[config.mk]
export PLATFORM = sky130hd
export DESIGN_NAME = sram_req_bridge
export DESIGN_NICKNAME = d
export VERILOG_FILES = /design/src/rtl/sram_req_bridge_pkg.sv /design/src/rtl/sram_rsp_fifo.sv /design/src/rtl/sram_req_bridge.sv
export SDC_FILE = /design/constraint.sdc
export NUM_CORES = 1
export LEC_CHECK = 0
export CAP_MARGIN = 0
export CORE_MARGIN = 5
export CORE_UTILIZATION = 27
export DETAILED_ROUTE_END_ITERATION = 6
export PLACE_DENSITY = 0.47
export SLEW_MARGIN = 20
export SYNTH_ARGS = -nofsm -noshare
export SYNTH_HDL_FRONTEND = slang
export SYNTH_SLANG_ARGS = --single-unit
[constraint.sdc]
create_clock -name clk -period 4.6 [get_ports clk]
set_clock_uncertainty 0.1 [all_clocks]
set_input_delay 0.92 -clock clk [delete_from_list [all_inputs] [get_ports clk]]
set_output_delay 0.92 -clock clk [all_outputs]
set_load 0.02 [all_outputs]
[src/rtl/sram_req_bridge_pkg.sv]
// Shared sizing helpers for the SRAM request bridge: response entry width and
// byte-to-word address conversion widths.
package sram_req_bridge_pkg;

  localparam int BRG_FLAG_W = 2;

  function automatic int brg_rsp_w(input int data_width);
    return data_width + BRG_FLAG_W;
  endfunction

  function automatic int brg_byte_sh(input int data_width);
    return $clog2(data_width / 8);
  endfunction

  function automatic int brg_sram_aw(input int data_depth);
    return $clog2(data_depth);
  endfunction

endpackage

[src/rtl/sram_rsp_fifo.sv]
// Synchronous response FIFO; simultaneous push and pop is legal at any fill level.
module sram_rsp_fifo #(
  parameter int WIDTH = 66,
  parameter int DEPTH = 4
) (
  input  logic                   clk,
  input  logic                   rst_n,
  input  logic                   i_push,
  input  logic                   i_pop,
  input  logic [WIDTH-1:0]       i_wdata,
  output logic [WIDTH-1:0]       o_rdata,
  output logic                   o_full,
  output logic                   o_empty,
  output logic [$clog2(DEPTH):0] o_count
);

  localparam int PW = $clog2(DEPTH);
  localparam logic [PW-1:0] PTR_ONE = PW'(1);
  localparam logic [PW:0]   CNT_ONE = (PW + 1)'(1);
  localparam logic [PW:0]   CNT_MAX = (PW + 1)'(DEPTH);

  logic [WIDTH-1:0] r_mem [DEPTH];
  logic [PW-1:0]    r_wr_ptr;
  logic [PW-1:0]    r_rd_ptr;
  logic [PW:0]      r_count;
  logic             w_push;
  logic             w_pop;

  assign o_empty = (r_count == '0);
  assign o_full  = (r_count == CNT_MAX);
  assign o_count = r_count;
  assign o_rdata = r_mem[r_rd_ptr];

  assign w_pop  = i_pop & ~o_empty;
  assign w_push = i_push & (~o_full | w_pop);

  always_ff @(posedge clk or negedge rst_n) begin
    if (!rst_n) begin
      r_wr_ptr <= '0;
      r_rd_ptr <= '0;
      r_count  <= '0;
    end else begin
      if (w_push) r_wr_ptr <= r_wr_ptr + PTR_ONE;
      if (w_pop)  r_rd_ptr <= r_rd_ptr + PTR_ONE;
      case ({w_push, w_pop})
        2'b10:   r_count <= r_count + CNT_ONE;
        2'b01:   r_count <= r_count - CNT_ONE;
        default: r_count <= r_count;
      endcase
    end
  end

  // Storage carries data only; validity is tracked by the pointers and count.
  always_ff @(posedge clk) begin
    if (w_push) r_mem[r_wr_ptr] <= i_wdata;
  end

endmodule

[src/rtl/sram_req_bridge.sv]
// Initiator for a single-port SRAM with 1-cycle read latency: issues requests,
// buffers in-order responses in a FIFO, and grants credit only when a slot is free.
module sram_req_bridge
  import sram_req_bridge_pkg::*;
#(
  parameter int DATA_WIDTH = 64,
  parameter int DATA_DEPTH = 1024,
  parameter int ADDR_WIDTH = 32,
  parameter int RSP_DEPTH  = 4
) (
  input  logic                          clk,
  input  logic                          rst_n,
  input  logic                          req_valid,
  output logic                          req_ready,
  input  logic                          req_write,
  input  logic [ADDR_WIDTH-1:0]         req_addr,
  input  logic [DATA_WIDTH-1:0]         req_wdata,
  input  logic [DATA_WIDTH/8-1:0]       req_be,
  output logic                          rsp_valid,
  input  logic                          rsp_ready,
  output logic                          rsp_write,
  output logic                          rsp_err,
  output logic [DATA_WIDTH-1:0]         rsp_rdata,
  output logic                          sram_ce,
  output logic                          sram_we,
  output logic [$clog2(DATA_DEPTH)-1:0] sram_addr,
  output logic [DATA_WIDTH/8-1:0]       sram_be,
  output logic [DATA_WIDTH-1:0]         sram_dataw,
  input  logic [DATA_WIDTH-1:0]         sram_datar
);

  localparam int RSP_W   = brg_rsp_w(DATA_WIDTH);
  localparam int BYTE_SH = brg_byte_sh(DATA_WIDTH);
  localparam int SRAM_AW = brg_sram_aw(DATA_DEPTH);
  localparam int CW      = $clog2(RSP_DEPTH) + 1;

  logic [ADDR_WIDTH-1:0] w_widx;
  logic                  w_oor;
  logic                  w_accept;
  logic [CW-1:0]         w_outstanding;
  logic [CW-1:0]         w_fifo_count;
  logic                  w_fifo_full;
  logic                  w_fifo_empty;
  logic [RSP_W-1:0]      w_push_entry;
  logic [RSP_W-1:0]      w_head;
  logic [DATA_WIDTH-1:0] w_rdata_p1;
  logic                  w_pop;

  logic                  r_pend_p1;
  logic                  r_write_p1;
  logic                  r_err_p1;

  // Stage 0: credit check and combinational SRAM issue
  assign w_widx        = req_addr >> BYTE_SH;
  assign w_oor         = (w_widx >= ADDR_WIDTH'(DATA_DEPTH));
  assign w_outstanding = CW'(r_pend_p1) + w_fifo_count;
  assign req_ready     = rst_n & ~w_fifo_full & (w_outstanding < CW'(RSP_DEPTH));
  assign w_accept      = req_valid & req_ready;

  assign sram_ce    = w_accept & ~w_oor;
  assign sram_we    = req_write;
  assign sram_addr  = w_widx[SRAM_AW-1:0];
  assign sram_be    = req_write ? req_be : '0;
  assign sram_dataw = req_wdata;

  always_ff @(posedge clk or negedge rst_n) begin
    if (!rst_n) r_pend_p1 <= 1'b0;
    else        r_pend_p1 <= w_accept;
  end

  always_ff @(posedge clk) begin
    r_write_p1 <= req_write;
    r_err_p1   <= w_oor;
  end

  // Stage 1: SRAM read data is valid now; build the entry and push unconditionally
  assign w_rdata_p1   = (!r_write_p1 && !r_err_p1) ? sram_datar : '0;
  assign w_push_entry = {r_write_p1, r_err_p1, w_rdata_p1};
  assign w_pop        = rsp_valid & rsp_ready;

  sram_rsp_fifo #(
    .WIDTH (RSP_W),
    .DEPTH (RSP_DEPTH)
  ) u_rsp_fifo (
    .clk     (clk),
    .rst_n   (rst_n),
    .i_push  (r_pend_p1),
    .i_pop   (w_pop),
    .i_wdata (w_push_entry),
    .o_rdata (w_head),
    .o_full  (w_fifo_full),
    .o_empty (w_fifo_empty),
    .o_count (w_fifo_count)
  );

  assign rsp_valid = ~w_fifo_empty;
  assign rsp_write = w_head[RSP_W-1];
  assign rsp_err   = w_head[RSP_W-2];
  assign rsp_rdata = w_head[DATA_WIDTH-1:0];

endmodule

* Yosys cells after proc, flatten, opt, wreduce, memory -nomap -nowiden
Memories as Yosys holds them, arrays and structs flattened.
Cells that the tools add are included.
** Word-level totals
- Register bits after elaboration :: 10
- RAM bits :: 264
- Input bits :: 173
- Output and inout port bits :: 152
- Logic and storage cells :: 38
- Memories kept :: 1
** Cells by class
- Add/sub/neg operators :: 5
- Magnitude comparators :: 2
- Eq/ne operators :: 3
- Mux-type cells :: 5
- Bitwise operators :: 11
- Reductions and logical operators :: 5
** Memories
- u_rsp_fifo.r_mem :: words 4, width 66, rd ports 1, clocked after memory_dff 0, wr ports 1, RTL line sram_rsp_fifo.sv:22 : logic [WIDTH-1:0] r_mem [DEPTH];
** Operators with widths (number)
- 64-bit two-way mux :: 1
- 29-bit by 11-bit >= comparator with 1-bit output (second input constant) :: 1
- 8-bit two-way mux :: 1
- 1-bit bitwise AND :: 7
- 3-bit one-hot mux with 2 select lines :: 1
- 2-bit by 1-bit adder with 2-bit output (second input constant) :: 2
- 1-bit by 3-bit adder with 3-bit output :: 1
- 3-bit by 1-bit adder with 3-bit output (second input constant) :: 1
- 3-bit == test (second input constant) :: 1
- 3-bit logical NOT :: 1
- 3-bit < comparator (second input constant) :: 1
- 1-bit NOT :: 3
- 3-bit by 1-bit subtractor with 3-bit output (second input constant) :: 1
- 2-bit by 1-bit == test with 1-bit output (second input constant) :: 1
- 2-bit == test (second input constant) :: 1
- 1-bit logical NOT :: 2
- 1-bit two-way mux :: 2
- 2-bit nonzero test :: 1
- 1-bit logical AND :: 1
- 1-bit OR :: 1

* Logic depth before layout (Yosys ltp)
- Depth after elaboration :: 8
- Gate-level depth with buffers :: 7
- Gate-level depth less buffers :: 7

* By module
From an unflattened synthesis, not the netlist that was laid out.
** Second synthesis, totals
- Cell total of the unflattened synthesis :: 568
- Area, all modules :: 11224.5 µm²
** By module, submodules not included
- sram_rsp_fifo :: times used 1, cells each 396, area each 10007.1 µm², seq. area each 8102.8 µm²
- sram_req_bridge :: times used 1, cells each 172, area each 1217.4 µm², seq. area each 65.1 µm²

* Worst setup path after synthesis
Ideal clock, no wire load.
- Path kind :: in2out
- Start point :: in req_addr[28]
- End point :: out sram_ce
- Arrival time :: 2.071 ns
- Required time :: 3.580 ns
- Path slack :: 1.509 ns
- Cell stages on the path :: 2
- Buffers on the path :: 0
- Cells stage by stage :: or3_1 nor4b_1
** On the way
- Word-level cells in the longest chain between the ends :: 3
** RTL lines
- start, declared :: RTL line sram_req_bridge.sv:16 : input logic [ADDR_WIDTH-1:0] req_addr,
- 29-bit by 11-bit >= comparator with 1-bit output :: RTL line sram_req_bridge.sv:55 : assign w_oor = (w_widx >= ADDR_WIDTH'(DATA_DEPTH));
- 1-bit NOT :: RTL line sram_req_bridge.sv:60 : assign sram_ce = w_accept & ~w_oor;
- 1-bit bitwise AND :: RTL line sram_req_bridge.sv:60
- end, declared :: RTL line sram_req_bridge.sv:24 : output logic sram_ce,
No other way between the ends.

* Final worst setup path
- Start point :: in rst_n
- End point :: out sram_ce
** On the way
- Word-level cells in the longest chain between the ends :: 4
** RTL lines
- start, declared :: RTL line sram_req_bridge.sv:12 : input logic rst_n,
- 1-bit bitwise AND (2 in series) :: RTL line sram_req_bridge.sv:57 : assign req_ready = rst_n & ~w_fifo_full & (w_outstanding < CW'(RSP_DEPTH));
- 1-bit bitwise AND :: RTL line sram_req_bridge.sv:58 : assign w_accept = req_valid & req_ready;
- 1-bit bitwise AND :: RTL line sram_req_bridge.sv:60
No other way between the ends.

==> results summary <==
The layout cell share with drive strength beyond 1 came out at 18.8%. The register area share after synthesis is 72.7%. The clock slew at the register clock pins of the worst setup and hold paths is 0.06 ns.

The final routed wirelength across all metal layers is 25,200 um. The number of global-route vias before repair is 6,321. The post-CTS resize count is 0. Leaving out fill and tap cells, the most frequent cells in the layout are 264 x sky130_fd_sc_hd__edfxtp_1, 173 x sky130_fd_sc_hd__clkdlybuf4s50_1, 73 x sky130_fd_sc_hd__and2_1. The horizontal die dimension came out at 214 um.

The transition time of the tightest slew-check pin is 0.607 ns. The total half-perimeter wirelength after legalization and detailed placement came out at 16,100 um. The critical path goes through clkdlybuf4s50_1 -> nand2_1 -> nor4b_1 -> clkdlybuf4s50_1.

The area of the core is 0.0410 mm^2. The routed length per instance is 20.4 um. OpenSTA, run right after detailed placement, puts the worst setup slack at 0.646 ns. The share of the clock period used by the worst path is 84.2%. The first detailed-routing pass took 4 iterations.

The average instance area after synthesis is 19.9 um^2. The shortest period the worst path allows came out at 3.87 ns. Summed over all instances, the cell type with the most area after synthesis is sky130_fd_sc_hd__edfxtp_1.

TritonCTS built the clock tree. The first-pass GRT wire length is 38,700 um. The post-CTS setup repair buffer count came out at 0.

The routed via count divided by cell count came out at 4.42. The fill cell total of the finished layout is 3,901. The data arrival time of the worst path is 2.85 ns.

The floorplan step set the die height to 214 um. Setup violations remaining at the end of the flow were counted as 0. Clock latency on the worst-skew pair, taken at its later pin, is 0.55 ns. The CTS sink count is 274.

The kind of cell with the highest combined delay along the critical path is buffers and inverters. The via total after detailed routing came out at 5,464. The remaining global-route overflow is 0. The startpoint type of the worst setup path is an input port.

The count of inserted antenna diode cells is 0. The critical path's largest stage delay is 0.73 ns. The number of clock buffers added by TritonCTS is 30.

VDD sags by at most 0.188 mV. Setup repair after global routing left no endpoint under its margin. The cell at the slowest stage of the critical path is sky130_fd_sc_hd__clkdlybuf4s50_1. The endpoint kind of the worst setup timing path is a primary output. Entering global routing, the biggest net connects 41 pins. The leakage power is 0.00473 uW. The floorplan die area came out at 0.0458 mm^2. The number of distinct library cells after synthesis came out at 41.

The cell that appears most often on the critical path is sky130_fd_sc_hd__clkdlybuf4s50_1. The count of routing violations after the opening detailed-route iteration came out at 203. Sorting the synthesized cells by area gives the leading types as sky130_fd_sc_hd__edfxtp_1 71%, sky130_fd_sc_hd__mux4_2 13%, sky130_fd_sc_hd__buf_4 5.1%. The cell sitting at the root of the clock tree is a sky130_fd_sc_hd__clkbuf_16. The clock passes through at most 3 buffers. The number of max-slew violations in the final report came out at 0. Setup slack closes at 0.727 ns. After the last flow step, the layout net total stands at 859. The total of max-cap violations came out at 0. The total number of H-tree levels came out at 1. The post-synthesis sequential element count came out at 274.

The number of hold violations in the final report came out at 0. The quantity of hold-fixing buffers added after cts is 0. The run finished with clean final reports. For this design the ratio of total power to cell area is 556 mW/mm^2.

The global router's overall resource usage came out at 10.8%. At the worst endpoint, the required time is 3.58 ns. The detail route stage leaves a number of antenna-violating nets equal to 0. The number of antenna violations at the first check in global routing is 1. The count of buffer and inverter cells on the critical path is 2. Leaving out fill and tap cells, the most frequent cell in the layout is sky130_fd_sc_hd__edfxtp_1. The DRC violation count after routing is 0. For this run, the number of Yosys warnings is 0. The floorplan has 74 rows. The routability congestion estimate from global placement is 0.722. The cell count after synthesis is 565. The area growth from synthesis to layout is 25.1%. The initial cell density of the core is 27.4%.

The headroom to the max-slew limit came out at 59.5%. The number of nets produced by synthesis is 743. The number of port buffers is 173. The number of I/O pins is 325. The highest net fanout along the worst path came out at 10. Timing would allow up to 258 MHz. The post-synthesis instance area is 0.0112 mm^2. The final total negative setup slack came out at 0 ns. The type of the worst setup path is input port to primary output.

The area fraction of the dominant cell type after synthesis came out at 70.6%. The tightest min-delay check is of the flop to flop type.
-- sequential cells by signal, summed over array words and instances, names as in the netlist --
name / count
r_err_p1: 1
r_pend_p1: 1
r_write_p1: 1
u_rsp_fifo.o_count: 3
u_rsp_fifo.r_mem: 264
u_rsp_fifo.r_rd_ptr: 2
u_rsp_fifo.r_wr_ptr: 2
-- cells by family (layout without fill, tap and decap cells) --
| kind of cell | Yosys count | after routing | synth area share [%] |
|---|---|---|---|
| buffers and inverters | 103 | 242 | 6.37 |
| muxes | 70 | 70 | 13.7 |
| AOI/OAI and AO/OA | 9 | 9 | 0.680 |
| DFF | 274 | 274 | 72.7 |
| adders and majority gates | 5 | 5 | 0.624 |
| xor gates and xnor gates | 6 | 6 | 0.468 |
| and+or+nand+nor | 98 | 98 | 5.48 |
-- stage by stage --
| stage | hold slack, ns | cells | util [%] | instance area (um^2) | total power, uW |
|---|---|---|---|---|---|
| after floorplan | 0.361 | 565 | - | 11200 | 4690 |
| after global placement | 0.435 | 1180 | 31.9 | 13100 | 5680 |
| after detailed placement | 0.445 | 1180 | 31.9 | 13100 | 5720 |
| after CTS | 0.458 | 1235 | 34.2 | 14000 | 7980 |
| after global routing | 0.469 | 1236 | 34.2 | 14000 | 8210 |
| final | 0.459 | 1236 | 34.2 | 14000 | 7810 |
-- cell usage after synthesis, drive strengths merged --
master	count
clkbuf	7
mux2	3
nand3b	2
nor4	4
or2	3
a22oi	1
nand3	3
nor2	1
dfxtp	2
buf	91
xor2	2
or3	2
mux4	66
nor2b	1
inv	5
o211ai	1
xnor2	4
mux2i	1
o21ba	1
and2	77
o221ai	1
o22ai	1
nor4b	1
o31a	1
ha	4
nand2	2
dfrtp	8
nand4	1
edfxtp	264
fa	1
o21ai	2
a2bb2oi	1
and3b	1
-- metal layers --
layer	GRT usage, %	vias to the layer above	wire length, um
met5	0	-	0
met4	3.89	0	719
met3	2.88	63	1820
met2	19.2	232	13000
met1	12.7	2795	9740
li1	-	2374	-
-- report_power, final --
group	leakage [uW]	total (uW)	internal, uW	switching (uW)
combinational	0.00156	2510	1310	1200
sequential	0.00271	3080	2910	178
clock	0.000454	2220	1310	908
-- area by class of cell --
type | instances | area, um^2 | area share (%)
clock buffer | 45 | 880 | 6.26
clock inverter | 10 | 51.3 | 0.365
inverter | 5 | 18.8 | 0.134
multi-input combinational | 188 | 2360 | 16.8
sequential | 274 | 8180 | 58.2
tap | 532 | 666 | 4.74
timing repair buffer | 182 | 1890 | 13.5
-- path summary, 6_finish.rpt --
path / startpoint / endpoint / slack, ns / cells past startpoint
min in group asynchronous: rst_n / u_rsp_fifo.o_count[1] / 0.58 / 1
min reg2reg: r_write_p1 / u_rsp_fifo.r_mem[3][65] / 0.46 / 0
max reg2reg: u_rsp_fifo.o_count[2] / u_rsp_fifo.o_count[1] / 2.22 / 7
max in group asynchronous: rst_n / u_rsp_fifo.r_rd_ptr[0] / 3.49 / 1
max: rst_n / sram_ce / 0.73 / 4
min: r_write_p1 / u_rsp_fifo.r_mem[3][65] / 0.46 / 0
-- worst reg2reg max path, delay by kind of cell, from the launching register on --
family | cells | cell delay [ns]
and+or+nand+nor | 3 | 0.77
AOI/OAI and AO/OA | 3 | 0.53
DFF | 1 | 0.46
adders and majority gates | 1 | 0.43
Note: power is estimated with default switching activity, not from simulation.
